--- src/rtl/sd_digit_serializer.sv ---
// Parallel-word to MSB-first radix-2 signed-digit serializer with frame markers.
// Define SD_SERIALIZER_BOOTH_EN to Booth-recode the word instead of plain mapping.
module sd_digit_serializer #(
  parameter int WIDTH = 16,
  parameter int CNT_W = 8
) (
  input  logic             clk,
  input  logic             reset,
  input  logic             ld_valid,
  output logic             ld_ready,
  input  logic [0:WIDTH-1] ld_data,
  output logic             dig_valid,
  input  logic             dig_ready,
  output logic [1:0]       dig_out,
  output logic             dig_sof,
  output logic             dig_eof,
  output logic             busy,
  output logic [CNT_W-1:0] frames
);

  // state | meaning
  // IDLE  | no frame in progress, ready for a word
  // SEND  | presenting digit idx_q of the captured word

  localparam int IDX_W = (WIDTH > 1) ? $clog2(WIDTH) : 1;

  typedef enum logic {IDLE, SEND} state_t;

  state_t           state_q, state_d;
  logic [0:WIDTH-1] sr_q;
  logic [IDX_W-1:0] idx_q;
  logic             last, accept, xfer;
  logic [1:0]       digit;

  assign last   = (idx_q == IDX_W'(WIDTH - 1));
  assign accept = ld_valid & ld_ready;
  assign xfer   = (state_q == SEND) & dig_ready;

  always_ff @(posedge clk or negedge reset) begin
    if (!reset) state_q <= IDLE;
    else        state_q <= state_d;
  end

  always_comb begin
    state_d = state_q;
    case (state_q)
      IDLE:    if (ld_valid) state_d = SEND;
      SEND:    if (dig_ready && last && !ld_valid) state_d = IDLE;
      default: state_d = IDLE;
    endcase
  end

  // sr_q[0] is always the current digit's bit; shifting pulls in x_WIDTH = 0.
`ifdef SD_SERIALIZER_BOOTH_EN
  always_comb begin
    digit = {~sr_q[0] & sr_q[1], sr_q[0] & ~sr_q[1]};
  end
`else
  always_comb begin
    digit = {sr_q[0], 1'b0};
  end
`endif

  always_comb begin
    ld_ready  = 1'b0;
    dig_valid = 1'b0;
    busy      = 1'b0;
    dig_sof   = 1'b0;
    dig_eof   = 1'b0;
    dig_out   = 2'b00;
    case (state_q)
      IDLE: ld_ready = 1'b1;
      SEND: begin
        ld_ready  = last & dig_ready;
        dig_valid = 1'b1;
        busy      = 1'b1;
        dig_sof   = (idx_q == '0);
        dig_eof   = last;
        dig_out   = digit;
      end
      default: ;
    endcase
  end

  always_ff @(posedge clk or negedge reset) begin
    if (!reset) begin
      sr_q   <= '0;
      idx_q  <= '0;
      frames <= '0;
    end else begin
      if (accept) begin
        sr_q  <= ld_data;
        idx_q <= '0;
      end else if (xfer) begin
        sr_q  <= {sr_q[1:WIDTH-1], 1'b0};
        idx_q <= last ? '0 : idx_q + IDX_W'(1);
      end
      if (xfer && last) frames <= frames + CNT_W'(1);
    end
  end

endmodule

--- config.mk ---
export PLATFORM = sky130hd
export DESIGN_NAME = sd_digit_serializer
export DESIGN_NICKNAME = d
export VERILOG_FILES = /design/src/rtl/sd_digit_serializer.sv
export SDC_FILE = /design/constraint.sdc
export NUM_CORES = 1
export LEC_CHECK = 0
export BUFFER_PORTS_ARGS = -buffer_cell sky130_fd_sc_hd__buf_2
export CAP_MARGIN = 30
export CORE_ASPECT_RATIO = 0.75
export CORE_UTILIZATION = 45
export CTS_BUF_LIST = sky130_fd_sc_hd__clkbuf_2
export CTS_CLUSTER_SIZE = 16
export DETAILED_ROUTE_END_ITERATION = 7
export GPL_ROUTABILITY_DRIVEN = 0
export PLACE_DENSITY = 0.68
export REMOVE_ABC_BUFFERS = 1
export SLEW_MARGIN = 20
export SYNTH_ARGS = -nofsm -noshare
export SYNTH_HDL_FRONTEND = slang
export SYNTH_SLANG_ARGS = --single-unit
--- constraint.sdc ---
create_clock -name clk -period 3.7 [get_ports clk]
set_input_delay 0.37 -clock clk [delete_from_list [all_inputs] [get_ports clk]]
set_output_delay 0.37 -clock clk [all_outputs]
set_load 0.005 [all_outputs]
# == Yosys cells after proc, flatten, opt, wreduce, memory -nomap -nowiden ==
# Cells that the tools add are included.
# classes
bitwise_logic,4
mux,13
n_eq_ne,1
reduce_logical,6
add_sub_neg,2
# op_table
cell,count
two-way mux 16 bit,2
two-way mux 4 bit,3
"adder 8 x 1 -> 8 bit, second input constant",1
two-way mux 1 bit,5
"adder 4 x 1 -> 4 bit, second input constant",1
"equality test 4 bit, second input constant",1
logical NOT 4 bit,1
one-hot mux 1 bit (2 select lines),2
AND 1 bit,3
logical AND 1 bit,3
two-way mux 2 bit,1
nonzero test 2 bit,1
logical NOT 1 bit,1
NOT 1 bit,1
# word_totals
out_inout_bits,15
inputBits,20
regBits,29

# == Logic depth before layout (Yosys ltp) ==
# Gate-level depths: netlist of run 1.
# logic_depth
word_depth,5
depth_mapped,5
ltp_nobuf,4

# == Worst setup path after synthesis of run 1 ==
# Ideal clock, no wire load.
# synth_path
path_kind,register to register
from,reg idx_q[0]
to,reg sr_q[10] in the netlist's numbering
path_buffers,1
setup_slack_ns,2.161
path_stages_with_launch,6
required_time_ns,3.574
arrival_time_ns,1.413
setup_ns,0.126
path_cell_list,dfrtp_1 -> ha_1 -> and3_1 -> a21oi_2 -> buf_6 -> a221o_1
# synth_via
elab_chain_len,5
word_cells_on_any_way,6
# synth_rtl
item,line,source
start: declaration,31,logic [IDX_W-1:0] idx_q;
start signal: assignment,96,idx_q <= last ? '0 : idx_q + IDX_W'(1);
equality test 4 bit *,35,assign last = (idx_q == IDX_W'(WIDTH - 1));
AND 1 bit *,74,ld_ready = last & dig_ready;
one-hot mux 1 bit (2 select lines) *,71,case (state_q)
AND 1 bit *,36,assign accept = ld_valid & ld_ready;
two-way mux 16 bit or nonzero test 2 bit (tied branches),n/a,
end signal: assignment,92,sr_q <= ld_data;
end signal: assignment,95,"sr_q <= {sr_q[1:WIDTH-1], 1'b0};"
end: declaration,30,logic [0:WIDTH-1] sr_q;
# Mark *: on every way between the ends. The rest lies on a longest branch, timed or not.
# A chain may end at the register's enable or synchronous reset.

# == Final worst setup path of run 1 ==
# layout_path
from,reg idx_q[0]
to,out dig_eof
# layout_via
elab_chain_len,2
# layout_rtl
item,line,source
equality test 4 bit,35,
two-way mux 1 bit,71,
end: declaration,16,"output logic dig_eof,"
# No other way between the ends.

==> summary.md, run 1 <==
- type of the worst setup path: reg -> out
- Unique masters post-synth: 34
- total gr overflow: 0
- cell types with the highest counts after synthesis: sky130_fd_sc_hd__dfrtp_1 (29), sky130_fd_sc_hd__a221o_1 (15), sky130_fd_sc_hd__and2_1 (9)
- first-pass GRT wire length: 4970 um
- clock latency at the later pin of the worst-skew pair: 0.34 ns
- ys flop type: sky130_fd_sc_hd__dfrtp_1
- transition time at the pin with the least slew margin: 0.747 ns
- peak supply drop: 0.225 mV
- Critical Path Sink Type: primary output
- sequential element share of the synthesized area: 0.519
- clock buffers created by TritonCTS: 5
- Initial DRC Count: 48
- worst slew slack as a fraction of its limit: 0.502
- DRC violation count after routing: 0
- Ys Warns: 0
- WL per Instance: 14.4 um
- total number of H-tree levels: 2
- Vert. Die Dim: 50.3 um
- share of the cycle needed by the critical path after routing: 0.537
- most frequent cell after synthesis: sky130_fd_sc_hd__dfrtp_1
- post-layout net count: 180
- initial antenna violation count: 0
- static leakage power: 0.845 nW
- shortest clock period the worst path allows after layout: 1.99 ns
- Max FO, Critical Path: 6
- GRT Resource Usage Total: 0.202
- clock root buffer: sky130_fd_sc_hd__clkbuf_2
- CTS Sinks: 29
- Max Transition Viols Final: 0
- category of the worst setup path launch point: flop
- via count normalized by instance count: 5.50
- class of the most critical hold timing path: in -> async
- peak-usage layer in the global routing report: met1
- multi-input logic area: 617 um2
- clock slew seen by the registers of the worst setup and hold paths: 0.15 ns
- input/output buffers: 33
- data arrival time at the worst-slack endpoint: 1.62 ns
- Core Box Area: 2960 um2
- number of buffers added for setup after CTS: 0
- clock tree from TritonCTS: done
- number of buffers on the longest clock path: 2
- setup repair after global routing missed its margin: no
- met1 track demand over resource: 0.299
- count of hold-fix buffers inserted at cts: 0
- count of vias placed by the detailed router: 1072
- number of global-route vias before repair: 1054
- Worst Hold Margin: 0.0217 ns
- sequential cell area in the final layout: 726 um2
- maximum number of pins on one net before global-route repair: 30
- required time worst endpoint: 3.33 ns
- final antenna-violating net count: 0
- gate count after technology mapping: 123
- initial core utilization: 0.473
- Std-Cell Rows: 17
- area share of the largest cell type after synthesis: 0.519
- DRT Wirelength: 2820 um
- Area growth, synth to finish: 15.0%
- outcome: completed
- Synth area leader: sky130_fd_sc_hd__dfrtp_1
- Post-synth ARST share: 1.00
- Die Wd: 66.4 um
- Setup Total Neg Slack: 0 ns
- die area: 3340 um2
- Pwr per Cell Area: 532 nW/um2
- number of gates resized after cts: 0
- flip-flop and latch count after synthesis: 29
- detailed placer's ending HPWL: 1980 um
- global routing usage on met3: 0.0545
- diodes inserted: 0
- count of endpoints failing hold in the final timing report: 0
- cell area after synthesis: 1400 um2
- final worst clock skew: 0.0104 ns
- number of enable-type register cells in the synthesized netlist: 0
- mean instance size in the synthesized netlist: 11.4 um2
- fraction of layout cells with a size suffix above 1: 0.274
- top post-synthesis cells by area: sky130_fd_sc_hd__dfrtp_1 (52%), sky130_fd_sc_hd__a221o_1 (11%), sky130_fd_sc_hd__xor2_1 (4.4%)
- final setup violation count: 0
- count of filler cells inserted in the layout: 272
- max-cap violation count: 0
- DRT Pass-1 Iters: 4
- global routing met2 resource utilization: 0.281
- Max Freq: 0.504 GHz
- count of boundary I/O pins: 35
==> final cells by class <==
class | instances | area share
clock buffers | 6 | 0.0187
multi-input cells | 84 | 0.384
inverters | 3 | 0.00700
clock inverters | 1 | 0.00233
flip-flops and latches | 29 | 0.451
well taps | 38 | 0.0296
repair buffers | 34 | 0.107
==> worst max-delay path, cell delays in order (launching register included) <==
cell and delay (ns):
sky130_fd_sc_hd__dfrtp_1 0.45, sky130_fd_sc_hd__ha_1 0.28, sky130_fd_sc_hd__and3_1 0.26, sky130_fd_sc_hd__and2_1 0.17
sky130_fd_sc_hd__buf_2 0.12
==> worst paths after layout <==
check | from | end | slack, ns | depth (start not counted)
min reg2reg | frames[7] | frames[7] | 0.48 | 1
min | reset | frames[2] | 0.02 | 1
min in group clk | ld_data[11] | sr_q[11] | 0.25 | 2
max | idx_q[0] | dig_eof | 1.71 | 4
max in group asynchronous | reset | sr_q[6] | 3.25 | 1
max reg2reg | idx_q[0] | sr_q[13] | 1.78 | 4
==> state kept, by name, summed over array words and instances, names as in the netlist <==
signal / cells
frames: 8
sr_q: 16
idx_q: 4
state_q: 1
==> routing by layer <==
layer | share of wire | vias up
met1 | 0.53 | 511
met2 | 0.42 | 32
li1 | - | 522
met5 | 0 | -
met3 | 0.045 | 7
met4 | 0.011 | 0
==> where the power goes <==
group          leakage [nW]  total (W)  internal [W]  switching [W]
clock network        0.0265   0.000148     0.0000442       0.000104
registers             0.388   0.000474      0.000403      0.0000704
logic                 0.431   0.000234      0.000130       0.000104
total                 0.845   0.000856      0.000578       0.000278
==> cells in the final DEF, fill, tap and decap left out, types with 2 or more instances in the layout <==
cell type / Yosys / layout
sky130_fd_sc_hd__ha_1: 3 / 3
sky130_fd_sc_hd__a21oi_2: 2 / 2
sky130_fd_sc_hd__nor3_1: 2 / 2
sky130_fd_sc_hd__inv_1: 3 / 3
sky130_fd_sc_hd__nor2_1: 2 / 2
sky130_fd_sc_hd__xor2_1: 7 / 7
sky130_fd_sc_hd__nand3_1: 6 / 6
sky130_fd_sc_hd__a221o_1: 15 / 15
sky130_fd_sc_hd__and2_0: 8 / 8
sky130_fd_sc_hd__buf_2: 1 / 33
sky130_fd_sc_hd__mux2i_1: 2 / 2
sky130_fd_sc_hd__and2_1: 9 / 9
sky130_fd_sc_hd__nand4_1: 3 / 3
sky130_fd_sc_hd__clkbuf_2: 1 / 6
sky130_fd_sc_hd__nand2_1: 8 / 8
sky130_fd_sc_hd__dfrtp_1: 29 / 29
sky130_fd_sc_hd__nor4_1: 3 / 3
==> cell families (layout without fill, tap and decap cells) <==
group / Yosys count / after routing / share of synthesized area
AOI/OAI and AO/OA: 24 / 24 / 0.158
xor gates and xnor gates: 8 / 8 / 0.0501
adders and majority gates: 3 / 3 / 0.0269
buffers and inverters: 10 / 44 / 0.0394
DFF: 29 / 29 / 0.519
muxes: 3 / 3 / 0.0224
other: 1 / 1 / 0.00268
and+or+nand+nor: 45 / 45 / 0.181
==> stage by stage <==
stage / util / setup slack [ns] / instance area, um2 / power, W / std cells
floorplan: - / 2.12 / 1350 / 0.000622 / 116
global placement: 0.530 / 1.81 / 1570 / 0.000700 / 187
detailed placement: 0.532 / 1.80 / 1570 / 0.000714 / 188
CTS: 0.544 / 1.70 / 1610 / 0.000862 / 195
global route: 0.544 / 1.61 / 1610 / 0.000921 / 195
finish: 0.544 / 1.71 / 1610 / 0.000856 / 195
No activity file was read; power rests on OpenSTA's default activity.
==> run 2: changes to the inputs <==
--- a/config.mk
+++ b/config.mk
@@ -13,7 +13,7 @@
 export CTS_CLUSTER_SIZE = 16
 export DETAILED_ROUTE_END_ITERATION = 7
 export GPL_ROUTABILITY_DRIVEN = 0
-export PLACE_DENSITY = 0.68
+export PLACE_DENSITY = 0.71
 export REMOVE_ABC_BUFFERS = 1
 export SLEW_MARGIN = 20
 export SYNTH_ARGS = -nofsm -noshare
==> constraint.sdc (replaced) <==
create_clock -name clk -period 1.8 [get_ports clk]
set_input_delay 0.18 -clock clk [delete_from_list [all_inputs] [get_ports clk]]
set_output_delay 0.18 -clock clk [all_outputs]
set_load 0.005 [all_outputs]
==> summary.md, run 2 (same netlist as run 1, synthesis figures left out) <==
- static leakage power: 0.871 nW, was 0.845 nW
- type of the worst setup path: reg -> out, unchanged
- largest register by flop count: sr_q, unchanged
- total gr overflow: 0, unchanged
- worst slew slack as a fraction of its limit: 0.572, was 0.502
- detailed placer's ending HPWL: 2070 um, was 1980 um
- Std-Cell Rows: 17, unchanged
- count of boundary I/O pins: 35, unchanged
- data arrival time at the worst-slack endpoint: 1.50 ns, was 1.62 ns
- category of the worst setup path launch point: flop, unchanged
- class of the most critical hold timing path: in -> reg, was in -> async
- via count normalized by instance count: 5.62, was 5.50
- placed cell count: 190, was 188
- peak supply drop: 0.551 mV, was 0.225 mV
- post-layout net count: 186, was 180
- GRT Resource Usage Total: 0.208, was 0.202
- Initial DRC Count: 77, was 48
- hold path depth: 2
- Vert. Die Dim: 50.3 um, unchanged
- R2R depth: 4, unchanged
- clock root buffer: sky130_fd_sc_hd__clkbuf_2, unchanged
- worst-case setup slack after placement: -0.0839 ns, was 1.80 ns
- clock slew seen by the registers of the worst setup and hold paths: 0.14 ns, was 0.15 ns
- Pwr per Cell Area: 1080 nW/um2, was 532 nW/um2
- count of vias placed by the detailed router: 1129, was 1072
- final antenna-violating net count: 0, unchanged
- WL per Instance: 15.1 um, was 14.4 um
- outcome: finished, violations left, was completed
- Setup Total Neg Slack: 0 ns, unchanged
- worst hold start: ld_data[14]
- clock latency at the later pin of the worst-skew pair: 0.34 ns, about the same
- shortest clock period the worst path allows after layout: 1.68 ns
- number of standard cells in the layout, taps in and fillers out: 201, was 195
- largest registers ranked by flip-flop count: sr_q: 16 flops, frames: 8 flops, idx_q: 4 flops, unchanged
- initial antenna violation count: 0, unchanged
- worst path setup slack after routing: 0.116 ns, was 1.71 ns
- input/output buffers: 33, unchanged
- hold endpoint: sr_q[14]
- DRT Pass-1 Iters: 6, was 4
- Core Box Area: 2960 um2, unchanged
- initial core utilization: 0.473, unchanged
- startpoint of the most critical register-to-register path: idx_q[1], was idx_q[0]
- worst reg-to-reg setup slack: 0.24 ns, was 1.78 ns
- die area: 3340 um2, unchanged
- Critical Path Sink Type: primary output, unchanged
- required time worst endpoint: 1.62 ns, was 3.33 ns
- highest-count cells in the layout ignoring fill and taps: sky130_fd_sc_hd__buf_2 (33), sky130_fd_sc_hd__dfrtp_1 (28), sky130_fd_sc_hd__a221o_1 (15), was sky130_fd_sc_hd__buf_2 (33), sky130_fd_sc_hd__dfrtp_1 (29), sky130_fd_sc_hd__a221o_1 (15)
- Worst Hold Margin: 0.0628 ns, was 0.0217 ns
- Area growth, synth to finish: 20.9%, was 15.0%
- most frequent standard cell in the layout excluding fill and tap cells: sky130_fd_sc_hd__buf_2, unchanged
- transition time at the pin with the least slew margin: 0.643 ns, was 0.747 ns
- Max Transition Viols Final: 0, unchanged
- count of endpoints failing hold in the final timing report: 0, unchanged
- count of filler cells inserted in the layout: 272, unchanged
- worst flop-to-flop path endpoint: sr_q[1], was sr_q[13]
- flip-flop count of the largest register, all copies and words added: 16, unchanged
- DRC violation count after routing: 2, was 0
- Die Wd: 66.4 um, unchanged
- maximum number of pins on one net before global-route repair: 30, unchanged
- final worst clock skew: 0.00968 ns, was 0.0104 ns
- share of the cycle needed by the critical path after routing: 0.936
- final setup violation count: 0, unchanged
- number of global-route vias before repair: 1097, was 1054
- clock tree from TritonCTS: done, unchanged
- Max FO, Critical Path: 4, was 6
- CTS Sinks: 29, unchanged
- setup repair after global routing missed its margin: no, unchanged
- DRT Wirelength: 3040 um, was 2820 um
- first-pass GRT wire length: 5040 um, was 4970 um
- total number of H-tree levels: 2, unchanged
- fraction of layout cells with a size suffix above 1: 0.313, was 0.274
- number of buffers on the longest clock path: 2, unchanged
- Max Freq: 0.594 GHz
- max-cap violation count: 0, unchanged
- clock buffers created by TritonCTS: 5, unchanged
- violations in the final reports: design-rule violations
- total power of the final layout: 0.00182 W, was 0.000856 W
- diodes inserted: 0, unchanged
-- run 2: layout make-up --
| type | instances | area, um2 | share of cell area |
|---|---|---|---|
| sequential | 29 | 727 | 0.430 |
| timing repair buffer | 40 | 220 | 0.130 |
| tap | 38 | 47.5 | 0.0281 |
| clock buffer | 6 | 30.0 | 0.0178 |
| clock inverter | 1 | 3.75 | 0.00222 |
| multi-input combinational | 84 | 649 | 0.384 |
| inverter | 3 | 11.3 | 0.00667 |
-- run 2: routing by layer --
layer,share of wire,up-vias,GRT usage
met1,0.46,558,0.271
li1,-,531,-
met5,0,-,0
met2,0.48,36,0.313
met3,0.044,4,0.0568
met4,0.014,0,0.113
-- run 2: how the worst max path moves through the flow --
stage          cells after the start      from  endpoint  slack [ns]
2_1_floorplan                      4  idx_q[0]   sr_q[0]        0.22
3_3_place_gp                       4  idx_q[0]   sr_q[1]       0.003
3_5_place_dp                       4  idx_q[0]   sr_q[8]       -0.08
4_1_cts                            4  idx_q[1]   sr_q[1]        0.03
5_1_grt                            4  idx_q[0]   dig_sof        0.05
6_report                           4  idx_q[0]   dig_sof        0.12
-- run 2: where the power goes --
part           internal, W  switching [W]
clock            0.0000907       0.000207
combinational     0.000310       0.000230
sequential        0.000830       0.000154
-- run 2: timing repair --
| item | in CTS | in global routing |
|---|---|---|
| gates cloned | 0 | 0 |
| gates resized for setup | 3 | 4 |
| setup endpoints to repair | 17 | 16 |
| buffers inserted | 2 | 1 |
| hold endpoints to repair | 29 | 0 |
| hold buffers | 1 | 0 |
-- run 2: critical path, stage by stage, from the launching register on --
cell and delay, ns:
sky130_fd_sc_hd__dfrtp_2 0.47, sky130_fd_sc_hd__inv_1 0.09, sky130_fd_sc_hd__ha_1 0.14, sky130_fd_sc_hd__nor4bb_1 0.30
sky130_fd_sc_hd__buf_2 0.17
-- run 2: stage by stage --
| step | utilization | instance area, um2 |
|---|---|---|
| 2_1_floorplan | - | 1350 |
| 3_3_place_gp | 0.537 | 1590 |
| 3_5_place_dp | 0.537 | 1590 |
| 4_1_cts | 0.561 | 1660 |
| 5_1_grt | 0.571 | 1690 |
| 6_report | 0.571 | 1690 |
==> run 3: changes to the inputs <==
--- a/config.mk
+++ b/config.mk
@@ -8,12 +8,12 @@
 export BUFFER_PORTS_ARGS = -buffer_cell sky130_fd_sc_hd__buf_2
 export CAP_MARGIN = 30
 export CORE_ASPECT_RATIO = 0.75
-export CORE_UTILIZATION = 45
+export CORE_UTILIZATION = 49
 export CTS_BUF_LIST = sky130_fd_sc_hd__clkbuf_2
 export CTS_CLUSTER_SIZE = 16
 export DETAILED_ROUTE_END_ITERATION = 7
 export GPL_ROUTABILITY_DRIVEN = 0
-export PLACE_DENSITY = 0.71
+export PLACE_DENSITY = 0.77
 export REMOVE_ABC_BUFFERS = 1
 export SLEW_MARGIN = 20
 export SYNTH_ARGS = -nofsm -noshare
==> summary.md, run 3 (same netlist as run 1, synthesis figures left out) <==
- Pwr per Cell Area: 1110 nW/um2, was 1080 nW/um2
- via count normalized by instance count: 5.55, was 5.62
- switching power of the nets: 0.000641 W, was 0.000590 W
- final antenna-violating net count: 0, unchanged
- worst flop-to-flop path endpoint: sr_q[10], was sr_q[1]
- count of filler cells inserted in the layout: 195, was 272
- startpoint of the most critical register-to-register path: idx_q[0], was idx_q[1]
- R2R depth: 4, unchanged
- Max Transition Viols Final: 0, unchanged
- Vert. Die Dim: 48.3 um, was 50.3 um
- worst reg-to-reg setup slack: 0.23 ns, was 0.24 ns
- clock buffers created by TritonCTS: 5, unchanged
- Core Box Area: 2660 um2, was 2960 um2
- Die Wd: 63.7 um, was 66.4 um
- clock root buffer: sky130_fd_sc_hd__clkbuf_2, unchanged
- Clk network pwr share: 0.228, was 0.163
- Std-Cell Rows: 16, was 17
- number of buffers and inverters on the critical path: 1, was 2
- detailed placer's ending HPWL: 1990 um, was 2070 um
- hold path depth: 2, unchanged
- required time worst endpoint: 1.62 ns, about the same
- outcome: completed, was finished, violations left
- count of boundary I/O pins: 35, unchanged
- die area: 3070 um2, was 3340 um2
- largest registers ranked by flip-flop count: sr_q: 16 flops, frames: 8 flops, idx_q: 4 flops, unchanged
- final worst clock skew: 0.0195 ns, was 0.00968 ns
- highest-count cells in the layout ignoring fill and taps: sky130_fd_sc_hd__buf_2 (33), sky130_fd_sc_hd__dfrtp_1 (29), sky130_fd_sc_hd__a221o_1 (15), was sky130_fd_sc_hd__buf_2 (33), sky130_fd_sc_hd__dfrtp_1 (28), sky130_fd_sc_hd__a221o_1 (15)
- first-pass GRT wire length: 4520 um, was 5040 um
- clock slew seen by the registers of the worst setup and hold paths: 0.17 ns, was 0.14 ns
- worst hold start: ld_data[13], was ld_data[14]
- total power of the final layout: 0.00204 W, was 0.00182 W
- number of global-route vias before repair: 910, was 1097
- class of the most critical hold timing path: in -> reg, unchanged
- Slowest cell on crit path: sky130_fd_sc_hd__dfrtp_1, was sky130_fd_sc_hd__dfrtp_2
- DRT Pass-1 Iters: 4, was 6
- Switching Share: 0.315, was 0.324
- post-layout net count: 195, was 186
- number of buffers on the longest clock path: 2, unchanged
- logic depth of the worst setup path including buffers: 4, unchanged
- WL per Instance: 14.7 um, was 15.1 um
- worst-case setup slack after placement: -0.0540 ns, was -0.0839 ns
- total number of H-tree levels: 2, unchanged
- max-cap violation count: 0, unchanged
- setup repair after global routing missed its margin: yes, was no
- clock latency at the later pin of the worst-skew pair: 0.38 ns, was 0.34 ns
- category of the worst setup path launch point: flop, unchanged
- Critical Path Sink Type: primary output, unchanged
- total gr overflow: 0, unchanged
- peak supply drop: 0.574 mV, was 0.551 mV
- transition time at the pin with the least slew margin: 0.622 ns, was 0.643 ns
- Crit path largest cell delay: 0.46 ns, was 0.47 ns
- hold endpoint: sr_q[13], was sr_q[14]
- most frequent standard cell in the layout excluding fill and tap cells: sky130_fd_sc_hd__buf_2, unchanged
- worst slew slack as a fraction of its limit: 0.585, was 0.572
- diodes inserted: 0, unchanged
- Max FO, Critical Path: 6, was 4
- input/output buffers: 33, unchanged
- DRC violation count after routing: 0, was 2
- count of vias placed by the detailed router: 1160, was 1129
- type of the worst setup path: reg -> out, unchanged
- Max Freq: 0.586 GHz, was 0.594 GHz
- Area growth, synth to finish: 30.9%, was 20.9%
- DRT Wirelength: 3070 um, was 3040 um
- cell class contributing the biggest share of worst-path delay: flip-flops, unchanged
- maximum number of pins on one net before global-route repair: 30, unchanged
- worst path setup slack after routing: 0.0933 ns, was 0.116 ns
- static leakage power: 0.928 nW, was 0.871 nW
- final setup violation count: 0, unchanged
- data arrival time at the worst-slack endpoint: 1.53 ns, was 1.50 ns
- internal portion of total power: 0.00140 W, was 0.00123 W
- fraction of layout cells with a size suffix above 1: 0.301, was 0.313
- flip-flop count of the largest register, all copies and words added: 16, unchanged
- initial antenna violation count: 0, unchanged
- clock tree from TritonCTS: done, unchanged
- ordered list of cells on the worst path: ha_4 -> and3_4 -> and2_1 -> buf_2, was inv_1 -> ha_1 -> nor4bb_1 -> buf_2
- shortest clock period the worst path allows after layout: 1.71 ns, was 1.68 ns
- count of endpoints failing hold in the final timing report: 0, unchanged
- Initial DRC Count: 40, was 77
- Worst Hold Margin: 0.0316 ns, was 0.0628 ns
- number of standard cells in the layout, taps in and fillers out: 209, was 201
- largest register by flop count: sr_q, unchanged
- GRT Resource Usage Total: 0.212, was 0.208
- CTS Sinks: 29, unchanged
- placed cell count: 188, was 190
- initial core utilization: 0.525, was 0.473
- power share of the combinational group: 0.279, was 0.297
- share of the cycle needed by the critical path after routing: 0.948, was 0.936
- Seq pwr share: 0.492, was 0.540
run 3: final cells by class:
class	instances	area (um2)	share of cell area
multi-input cells	84	664	0.363
repair buffers	49	317	0.173
inverters	3	11.3	0.00616
flip-flops and latches	29	726	0.397
well taps	36	45.0	0.0246
clock inverters	3	41.3	0.0226
clock buffers	5	25.0	0.0137
run 3: metal layers:
layer,vias up,track usage,routed length [um]
met2,30,0.311,1440
met4,0,0.0818,31
met5,-,0,0
met3,5,0.0888,164
met1,572,0.284,1430
li1,553,-,-
run 3: worst max path at each step:
stage	from	to	slack, ns
2_1_floorplan	idx_q[0]	sr_q[0]	0.22
3_3_place_gp	idx_q[0]	sr_q[11]	0.006
3_5_place_dp	idx_q[0]	sr_q[11]	-0.05
4_1_cts	idx_q[0]	dig_sof	0.01
5_1_grt	idx_q[1]	ld_ready	-0.003
6_report	idx_q[0]	dig_eof	0.09
run 3: power by group through the flow:
stage	Combinational [W]	Clock, W	Sequential (W)
final	0.000569	0.000465	0.00100
after global routing	0.000633	0.000516	0.00102
after CTS	0.000509	0.000476	0.000973
after detailed placement	0.000482	0	0.000983
after global placement	0.000458	0	0.000975
after floorplan	0.000331	0	0.000949
run 3: repair_timing:
action / 4_1_cts / 5_1_grt
pin swaps: 0 / 1
endpoints found under the hold margin: 33 / 6
hold buffers: 5 / 6
resized for setup: 3 / 7
setup buffers: 1 / 1
setup endpoints to repair: 17 / 17
run 3: through the flow:
stage / TNS (ns) / util / area (um2)
5_1_grt: -0.00255 / 0.687 / 1830
6_report: 0 / 0.687 / 1830
3_3_place_gp: 0 / 0.596 / 1590
4_1_cts: 0 / 0.647 / 1720
2_1_floorplan: 0 / - / 1350
3_5_place_dp: -0.663 / 0.596 / 1590
